## config.mk

```make
export PLATFORM = sky130hd
export DESIGN_NAME = cp0_regfile_p
export DESIGN_NICKNAME = d
export VERILOG_FILES = /design/src/rtl/cp0_regfile_p.sv
export SDC_FILE = /design/constraint.sdc
export NUM_CORES = 1
export LEC_CHECK = 0
export BUFFER_PORTS_ARGS = -buffer_cell sky130_fd_sc_hd__buf_2
export CORE_MARGIN = 2
export CORE_UTILIZATION = 40
export CTS_CLUSTER_SIZE = 28
export DETAILED_ROUTE_END_ITERATION = 8
export PLACE_DENSITY = 0.64
export SETUP_SLACK_MARGIN = 0.02
export SYNTH_ARGS = -nofsm -noshare
export SYNTH_HDL_FRONTEND = slang
export SYNTH_SLANG_ARGS = --single-unit
```

## constraint.sdc

```tcl
create_clock -name clk -period 2.4 [get_ports clk]
set_input_delay 0.12 -clock clk [delete_from_list [all_inputs] [get_ports clk]]
set_output_delay 0.12 -clock clk [all_outputs]
set_load 0.01 [all_outputs]
```

## src/rtl/cp0_regfile_p.sv

```systemverilog
`default_nettype none
// +------------------------------------------------------------------------+
// | Module  : cp0_regfile_p                                                |
// | Brief   : Parametrised MIPS CP0 register file with TLB, timer and      |
// |           interrupt support, committed beside the WB stage.            |
// | Revision: 1.0                                                          |
// +------------------------------------------------------------------------+
module cp0_regfile_p #(
    parameter int          TLB_NUM     = 16,
    parameter int          COUNT_DIV   = 2,
    parameter logic [31:0] COMPARE_RST = 32'h0000_FFFF,
    localparam int         IDX_W       = $clog2(TLB_NUM)
) (
    input  logic             clk,
    input  logic             resetn,
    input  logic             wb_valid,
    input  logic             wb_ex,
    input  logic [4:0]       wb_excode,
    input  logic             wb_refill,
    input  logic             wb_bd,
    input  logic [31:0]      wb_pc,
    input  logic [31:0]      wb_badvaddr,
    input  logic             wb_mtc0,
    input  logic             wb_eret,
    input  logic             wb_tlbp,
    input  logic             wb_tlbr,
    input  logic             wb_tlbwr,
    input  logic [7:0]       wb_addr,
    input  logic [31:0]      wb_wdata,
    input  logic [5:0]       ext_int,
    input  logic             tlbp_found,
    input  logic [IDX_W-1:0] tlbp_index,
    input  logic [31:0]      tlb_r_hi,
    input  logic [31:0]      tlb_r_lo0,
    input  logic [31:0]      tlb_r_lo1,
    output logic [31:0]      rdata,
    output logic [31:0]      cp0_entryhi,
    output logic [31:0]      cp0_entrylo0,
    output logic [31:0]      cp0_entrylo1,
    output logic [IDX_W-1:0] cp0_index,
    output logic [IDX_W-1:0] cp0_random,
    output logic             eret_flush,
    output logic [31:0]      ex_entry,
    output logic [31:0]      epc,
    output logic             int_req
);

    localparam logic [7:0] c_addr_index    = 8'd0;
    localparam logic [7:0] c_addr_random   = 8'd8;
    localparam logic [7:0] c_addr_entrylo0 = 8'd16;
    localparam logic [7:0] c_addr_entrylo1 = 8'd24;
    localparam logic [7:0] c_addr_context  = 8'd32;
    localparam logic [7:0] c_addr_wired    = 8'd48;
    localparam logic [7:0] c_addr_badvaddr = 8'd64;
    localparam logic [7:0] c_addr_count    = 8'd72;
    localparam logic [7:0] c_addr_entryhi  = 8'd80;
    localparam logic [7:0] c_addr_compare  = 8'd88;
    localparam logic [7:0] c_addr_status   = 8'd96;
    localparam logic [7:0] c_addr_cause    = 8'd104;
    localparam logic [7:0] c_addr_epc      = 8'd112;

    localparam int               c_ps_w     = (COUNT_DIV > 1) ? $clog2(COUNT_DIV) : 1;
    localparam logic [c_ps_w-1:0] c_ps_max  = c_ps_w'(COUNT_DIV - 1);
    localparam logic [IDX_W-1:0] c_rand_max = {IDX_W{1'b1}};

    logic [7:0]        r_im;
    logic              r_exl, r_ie;
    logic              r_bd, r_ti;
    logic [7:0]        r_ip;
    logic [4:0]        r_exc;
    logic [31:0]       r_epc, r_badvaddr, r_count, r_compare;
    logic [c_ps_w-1:0] r_prescale;
    logic [8:0]        r_ptebase;
    logic [18:0]       r_badvpn2, r_vpn2;
    logic [7:0]        r_asid;
    logic [25:0]       r_lo0, r_lo1;
    logic              r_index_p;
    logic [IDX_W-1:0]  r_index, r_wired, r_random;
    logic              r_int_req;

    logic w_ex, w_commit, w_mtc0, w_eret, w_tlbp, w_tlbr, w_tlb_ex, w_addr_ex;
    logic w_wr_index, w_wr_lo0, w_wr_lo1, w_wr_context, w_wr_wired, w_wr_count;
    logic w_wr_entryhi, w_wr_compare, w_wr_status, w_wr_cause, w_wr_epc;

    assign w_ex      = wb_valid & wb_ex;
    assign w_commit  = wb_valid & ~wb_ex;
    assign w_mtc0    = w_commit & wb_mtc0;
    assign w_eret    = w_commit & wb_eret;
    assign w_tlbp    = w_commit & wb_tlbp;
    assign w_tlbr    = w_commit & wb_tlbr;
    assign w_tlb_ex  = w_ex & (wb_excode >= 5'd1) & (wb_excode <= 5'd3);
    assign w_addr_ex = w_ex & (wb_excode >= 5'd1) & (wb_excode <= 5'd5);

    assign w_wr_index   = w_mtc0 & (wb_addr == c_addr_index);
    assign w_wr_lo0     = w_mtc0 & (wb_addr == c_addr_entrylo0);
    assign w_wr_lo1     = w_mtc0 & (wb_addr == c_addr_entrylo1);
    assign w_wr_context = w_mtc0 & (wb_addr == c_addr_context);
    assign w_wr_wired   = w_mtc0 & (wb_addr == c_addr_wired);
    assign w_wr_count   = w_mtc0 & (wb_addr == c_addr_count);
    assign w_wr_entryhi = w_mtc0 & (wb_addr == c_addr_entryhi);
    assign w_wr_compare = w_mtc0 & (wb_addr == c_addr_compare);
    assign w_wr_status  = w_mtc0 & (wb_addr == c_addr_status);
    assign w_wr_cause   = w_mtc0 & (wb_addr == c_addr_cause);
    assign w_wr_epc     = w_mtc0 & (wb_addr == c_addr_epc);

    // TLBWR needs only cp0_random and the EntryHi/Lo images; CP0 state is untouched.
    logic w_unused;
    assign w_unused = &{1'b0, wb_tlbwr, tlb_r_hi[12:8], tlb_r_lo0[31:26], tlb_r_lo1[31:26]};

    always_ff @(posedge clk or negedge resetn) begin
        if (!resetn) begin
            r_im <= '0; r_exl <= 1'b0; r_ie <= 1'b0;
            r_bd <= 1'b0; r_ti <= 1'b0; r_ip <= '0; r_exc <= '0;
            r_epc <= '0; r_badvaddr <= '0;
            r_count <= '0; r_prescale <= '0; r_compare <= COMPARE_RST;
            r_ptebase <= '0; r_badvpn2 <= '0; r_vpn2 <= '0; r_asid <= '0;
            r_lo0 <= '0; r_lo1 <= '0;
            r_index_p <= 1'b0; r_index <= '0; r_wired <= '0; r_random <= c_rand_max;
            r_int_req <= 1'b0;
        end else begin
            if (w_ex)             r_exl <= 1'b1;
            else if (w_eret)      r_exl <= 1'b0;
            else if (w_wr_status) r_exl <= wb_wdata[1];
            if (w_wr_status) begin
                r_im <= wb_wdata[15:8];
                r_ie <= wb_wdata[0];
            end

            r_ip[7:2] <= {ext_int[5] | r_ti, ext_int[4:0]};
            if (w_wr_cause) r_ip[1:0] <= wb_wdata[9:8];
            // Acknowledge via Compare write takes precedence over a fresh match.
            if (w_wr_compare)              r_ti <= 1'b0;
            else if (r_count == r_compare) r_ti <= 1'b1;
            if (w_ex) begin
                r_exc <= wb_excode;
                if (!r_exl) r_bd <= wb_bd;
            end

            if (w_ex && !r_exl) r_epc <= wb_bd ? (wb_pc - 32'd4) : wb_pc;
            else if (w_wr_epc)  r_epc <= wb_wdata;
            if (w_addr_ex) r_badvaddr <= wb_badvaddr;

            if (w_wr_count) begin
                r_count    <= wb_wdata;
                r_prescale <= '0;
            end else if (r_prescale == c_ps_max) begin
                r_count    <= r_count + 32'd1;
                r_prescale <= '0;
            end else begin
                r_prescale <= r_prescale + 1'b1;
            end
            if (w_wr_compare) r_compare <= wb_wdata;

            if (w_wr_context) r_ptebase <= wb_wdata[31:23];
            if (w_tlb_ex)     r_badvpn2 <= wb_badvaddr[31:13];

            if (w_tlb_ex) begin
                r_vpn2 <= wb_badvaddr[31:13];
            end else if (w_wr_entryhi) begin
                r_vpn2 <= wb_wdata[31:13];
                r_asid <= wb_wdata[7:0];
            end else if (w_tlbr) begin
                r_vpn2 <= tlb_r_hi[31:13];
                r_asid <= tlb_r_hi[7:0];
            end

            if (w_wr_lo0)    r_lo0 <= wb_wdata[25:0];
            else if (w_tlbr) r_lo0 <= tlb_r_lo0[25:0];
            if (w_wr_lo1)    r_lo1 <= wb_wdata[25:0];
            else if (w_tlbr) r_lo1 <= tlb_r_lo1[25:0];

            if (w_tlbp) begin
                r_index_p <= ~tlbp_found;
                if (tlbp_found) r_index <= tlbp_index;
            end else if (w_wr_index) begin
                r_index <= wb_wdata[IDX_W-1:0];
            end

            if (w_wr_wired) r_wired <= wb_wdata[IDX_W-1:0];
            if (w_wr_wired || (r_wired >= c_rand_max) || (r_random == r_wired))
                r_random <= c_rand_max;
            else
                r_random <= r_random - 1'b1;

            r_int_req <= (|(r_ip & r_im)) & r_ie & ~r_exl;
        end
    end

    always_comb begin
        rdata = 32'h0;
        case (wb_addr)
            c_addr_index:    rdata = {r_index_p, {(31-IDX_W){1'b0}}, r_index};
            c_addr_random:   rdata = {{(32-IDX_W){1'b0}}, r_random};
            c_addr_entrylo0: rdata = {6'b0, r_lo0};
            c_addr_entrylo1: rdata = {6'b0, r_lo1};
            c_addr_context:  rdata = {r_ptebase, r_badvpn2, 4'b0};
            c_addr_wired:    rdata = {{(32-IDX_W){1'b0}}, r_wired};
            c_addr_badvaddr: rdata = r_badvaddr;
            c_addr_count:    rdata = r_count;
            c_addr_entryhi:  rdata = {r_vpn2, 5'b0, r_asid};
            c_addr_compare:  rdata = r_compare;
            c_addr_status:   rdata = {9'b0, 1'b1, 6'b0, r_im, 6'b0, r_exl, r_ie};
            c_addr_cause:    rdata = {r_bd, r_ti, 14'b0, r_ip, 1'b0, r_exc, 2'b0};
            c_addr_epc:      rdata = r_epc;
            default:         rdata = 32'h0;
        endcase
    end

    assign cp0_entryhi  = {r_vpn2, 5'b0, r_asid};
    assign cp0_entrylo0 = {6'b0, r_lo0};
    assign cp0_entrylo1 = {6'b0, r_lo1};
    assign cp0_index    = r_index;
    assign cp0_random   = r_random;
    assign eret_flush   = wb_valid & wb_eret & ~wb_ex;
    assign ex_entry     = (wb_refill & ~r_exl & ((wb_excode == 5'd2) | (wb_excode == 5'd3)))
                          ? 32'hBFC0_0200 : 32'hBFC0_0380;
    assign epc          = r_epc;
    assign int_req      = r_int_req;

endmodule
`default_nettype wire

```

==> impl_metrics.tcl <==
set metrics [dict create \
    max_clock_freq_ghz 0.405 \
    cp-end-kind "output port" \
    clock-sinks 275 \
    vias 16564 \
    nets 2558 \
    final_max_slew_viol_count 0 \
    synthTopCellsByArea "dfrtp_1 41%, mux2_2 8.1%, nand2_1 6.8%" \
    yosysWarnings 0 \
    crit_family "compound AO/OA/AOI/OAI gates" \
    yosysTopAreaCellShare 0.410 \
    p_leak_nw 10.2 \
    grt_usage 0.340 \
    ant_nets 0 \
    drt_drc_violations_left 0 \
    cts_tree "yes" \
    synth.avg_cell_area_um2 9.25 \
    ys_seq_area_frac 0.444 \
    total_power_w 0.0145 \
    cts-buffers-inserted 31 \
    final.setup.tns_ns -0.0665 \
    core-area_mm2 0.0386 \
    ff_latch_area_mm2 0.00691 \
    cpMaxStageDelayCell "dfrtp_1" \
    cpPeakStageDelay_ns 0.40 \
    path_buf_inv 2 \
    drive_gt1_frac 0.289 \
    clock_skew_ns 0.00513 \
    start_util 0.404 \
    final-instance-count-excl-fill 2872 \
    dp_hpwl_um 51800 \
    grt_pass1_vias 16272 \
    max-cap-violations 0 \
    cp.required_ns 2.28 \
    rsz0062_at_grt "true" \
    period_needed_ns 2.47 \
    io_buffer_count 363 \
    p_per_area_mw_per_mm2 655 \
    min_path_type "in2reg" \
    async_flop_share 1.00 \
    die_y_um 201 \
    ys_seq_elements 275 \
    row_count 72 \
    grt_overflow 0 \
    path_max_fanout 2 \
    grt_max_degree 84 \
    clkTransAtPathRegs_ns 0.06 \
    place_inst 2536 \
    status "complete, but fails checks" \
    grt_antenna_before_repair 4 \
    setup_violations 1 \
    synth_area_mm2 0.0156 \
    tightest_slew_ns 0.801 \
    yosys.area.top_type "dfrtp_1" \
    fin_crit_sh 1.03 \
    clk_path_buf_depth 3 \
    grt_pass1_wl_um 104000 \
    viasPerCell 5.77 \
    area_growth_pct 42.3 \
    first_iter_violations 1792 \
    violations "setup timing" \
    arrival_ns 2.35 \
    multi_input_area_mm2 0.00805 \
    htreeDepth 1 \
    synth-edff-count 0 \
    worst-setup-path-type "reg2out" \
    slew_headroom 0.458 \
    fin_ws_ns -0.0665 \
    syn_inst 1682 \
    ir_worst_vdd_v 0.000585 \
    routabilityCongestion 0.959 \
    ioPinCount 429 \
    ys_types 72 \
    clock_latency_ns 0.58 \
    fill_cells 3439 \
    wl_per_cell_um 24.6 \
    synth_ff_type "dfrtp_1" \
    critPathLaunchType "flop" \
    root_buffer "clkbuf_16" \
    hold_viol_final 0 \
    die-area_mm2 0.0405 \
    first_pass_iters 8 \
    path_cells "buf_6 > mux2_4 > a32oi_2 > o41ai_2 > o21ai_1 > nand4_1 > buf_2" \
    wirelength_um 70700 \
    chipWidth_um 201 \
]
==> tightest hold or removal path, delay by kind of cell <==
family / cells / cell delay, ns
AO/OA/AOI/OAI: 1 / 0.13
AND/OR/NAND/NOR: 1 / 0.12
XOR/XNOR: 1 / 0.08
buffers and inverters: 1 / 0.12
==> logic make-up (layout without fill, tap and decap cells) <==
group           Yosys count  after routing  share of synthesized area
compound gates          326            326                      0.140
xor+xnor                 98             98                     0.0551
fa+ha+maj                 3              3                    0.00241
buf+inv                 173            799                     0.0555
flops                   275            275                      0.444
mux                     147            147                      0.104
other cells               2             48                   0.000482
simple gates            658            658                      0.199
==> report_power, final <==
| part | leakage (nW) | internal (W) | switching (W) |
|---|---|---|---|
| clock | 0.493 | 0.00271 | 0.00204 |
| sequential | 3.41 | 0.00539 | 0.000909 |
| combinational | 6.31 | 0.00174 | 0.00173 |
| total | 10.2 | 0.00984 | 0.00468 |
==> cells in the final DEF (no fill, tap or decap), types with 10 or more instances in the layout <==
cell type,Yosys,final
a31oi_1,71,71
nor4_1,13,13
buf_12,0,18
nor3_1,20,19
nor3b_1,11,10
o21ai_0,42,40
a22o_1,11,11
xnor2_1,58,58
a22oi_1,52,52
dfrtp_1,255,255
clkbuf_16,0,31
nand4_1,37,37
nand2_1,281,279
and3_1,14,14
o22ai_1,16,16
conb_1,2,47
nand3_1,53,52
nor2_1,165,164
dfstp_2,20,20
buf_2,19,362
mux2_2,112,111
clkbuf_1,83,10
mux2i_1,33,33
buf_4,49,81
o221ai_1,14,14
a21oi_1,67,67
xor2_1,40,40
dlygate4sd3_1,0,271
a221o_1,11,11
==> layer usage <==
layer | up-vias | GRT usage | routed length, µm
met3 | 181 | 0.0549 | 6400
li1 | 7223 | - | -
met5 | - | 0 | 22
met4 | 4 | 0.155 | 3550
met1 | 8135 | 0.468 | 29000
met2 | 1021 | 0.529 | 31700
==> sequential cells by signal (all words and copies together) (netlist names), 4 cells and up <==
name,count
cp0_random,4
r_asid,8
cp0_index,4
r_lo1,26
r_badvaddr,32
r_count,32
r_lo0,26
r_badvpn2,19
r_ip,8
r_compare,32
r_vpn2,19
r_ptebase,9
r_exc,5
epc,32
r_im,8
r_wired,4
==> worst paths after layout <==
check | cells after the start | startpoint | slack, ns | end
max in group asynchronous | 3 | resetn | 1.40 | r_vpn2[6]$_DFFE_PN0P_
min in group asynchronous | 2 | resetn | 0.11 | r_lo1[2]$_DFFE_PN0P_
setup reg to reg | 6 | r_exl$_DFFE_PN0P_ | 0.09 | epc[16]$_DFFE_PN0P_
hold reg to reg | 2 | r_badvpn2[18]$_DFFE_PN0P_ | 0.48 | r_badvpn2[18]$_DFFE_PN0P_
hold / removal | 4 | wb_pc[2] | 0.03 | epc[2]$_DFFE_PN0P_
setup / recovery | 7 | r_count[2]$_DFFE_PN0N_ | -0.07 | rdata[2]
==> stage by stage <==
stage,instance area (µm²),setup WS (ns),hold slack [ns],utilization
6_report,22200,-0.0665,0.0313,0.575
5_1_grt,22200,-0.0716,0.0546,0.575
4_1_cts,22100,0.0148,0.0179,0.572
3_5_place_dp,18300,0.0599,0.166,0.476
3_3_place_gp,18300,0.0713,0.168,0.476
2_1_floorplan,15700,0.389,-0.176,-
==> area by class of cell <==
| cell class | instances | area share |
|---|---|---|
| diodes | 1 | 0.000113 |
| clock buffers | 48 | 0.0411 |
| clock inverters | 10 | 0.00412 |
| inverters | 7 | 0.00119 |
| multi-input cells | 1279 | 0.363 |
| flip-flops and latches | 275 | 0.312 |
| well taps | 518 | 0.0293 |
| repair buffers | 734 | 0.249 |
==> Yosys cell counts, types with 13 or more instances <==
cell and number:
nor4_1 13, nand4_1 37, and3_1 14, o221ai_1 14, nor3_1 20, a31oi_1 71, clkbuf_1 83, a21oi_1 67
buf_4 49, nand3_1 53, nor2_1 165, o21ai_0 42, mux2_2 112, a22oi_1 52, buf_2 19, xor2_1 40
xnor2_1 58, o22ai_1 16, buf_1 14, dfstp_2 20, dfrtp_1 255, nand2_1 281, mux2i_1 33
==> what timing repair did <==
item | 4_1_cts | 5_1_grt
setup endpoints to repair | 2 | 25
gates resized for setup | 3 | 12
cloned | 0 | 0
pin swaps | 3 | 6
endpoints found under the hold margin | 317 | 0
buffers inserted | 0 | 6
hold buffers | 271 | 0
No activity file was read; power rests on OpenSTA's default activity.
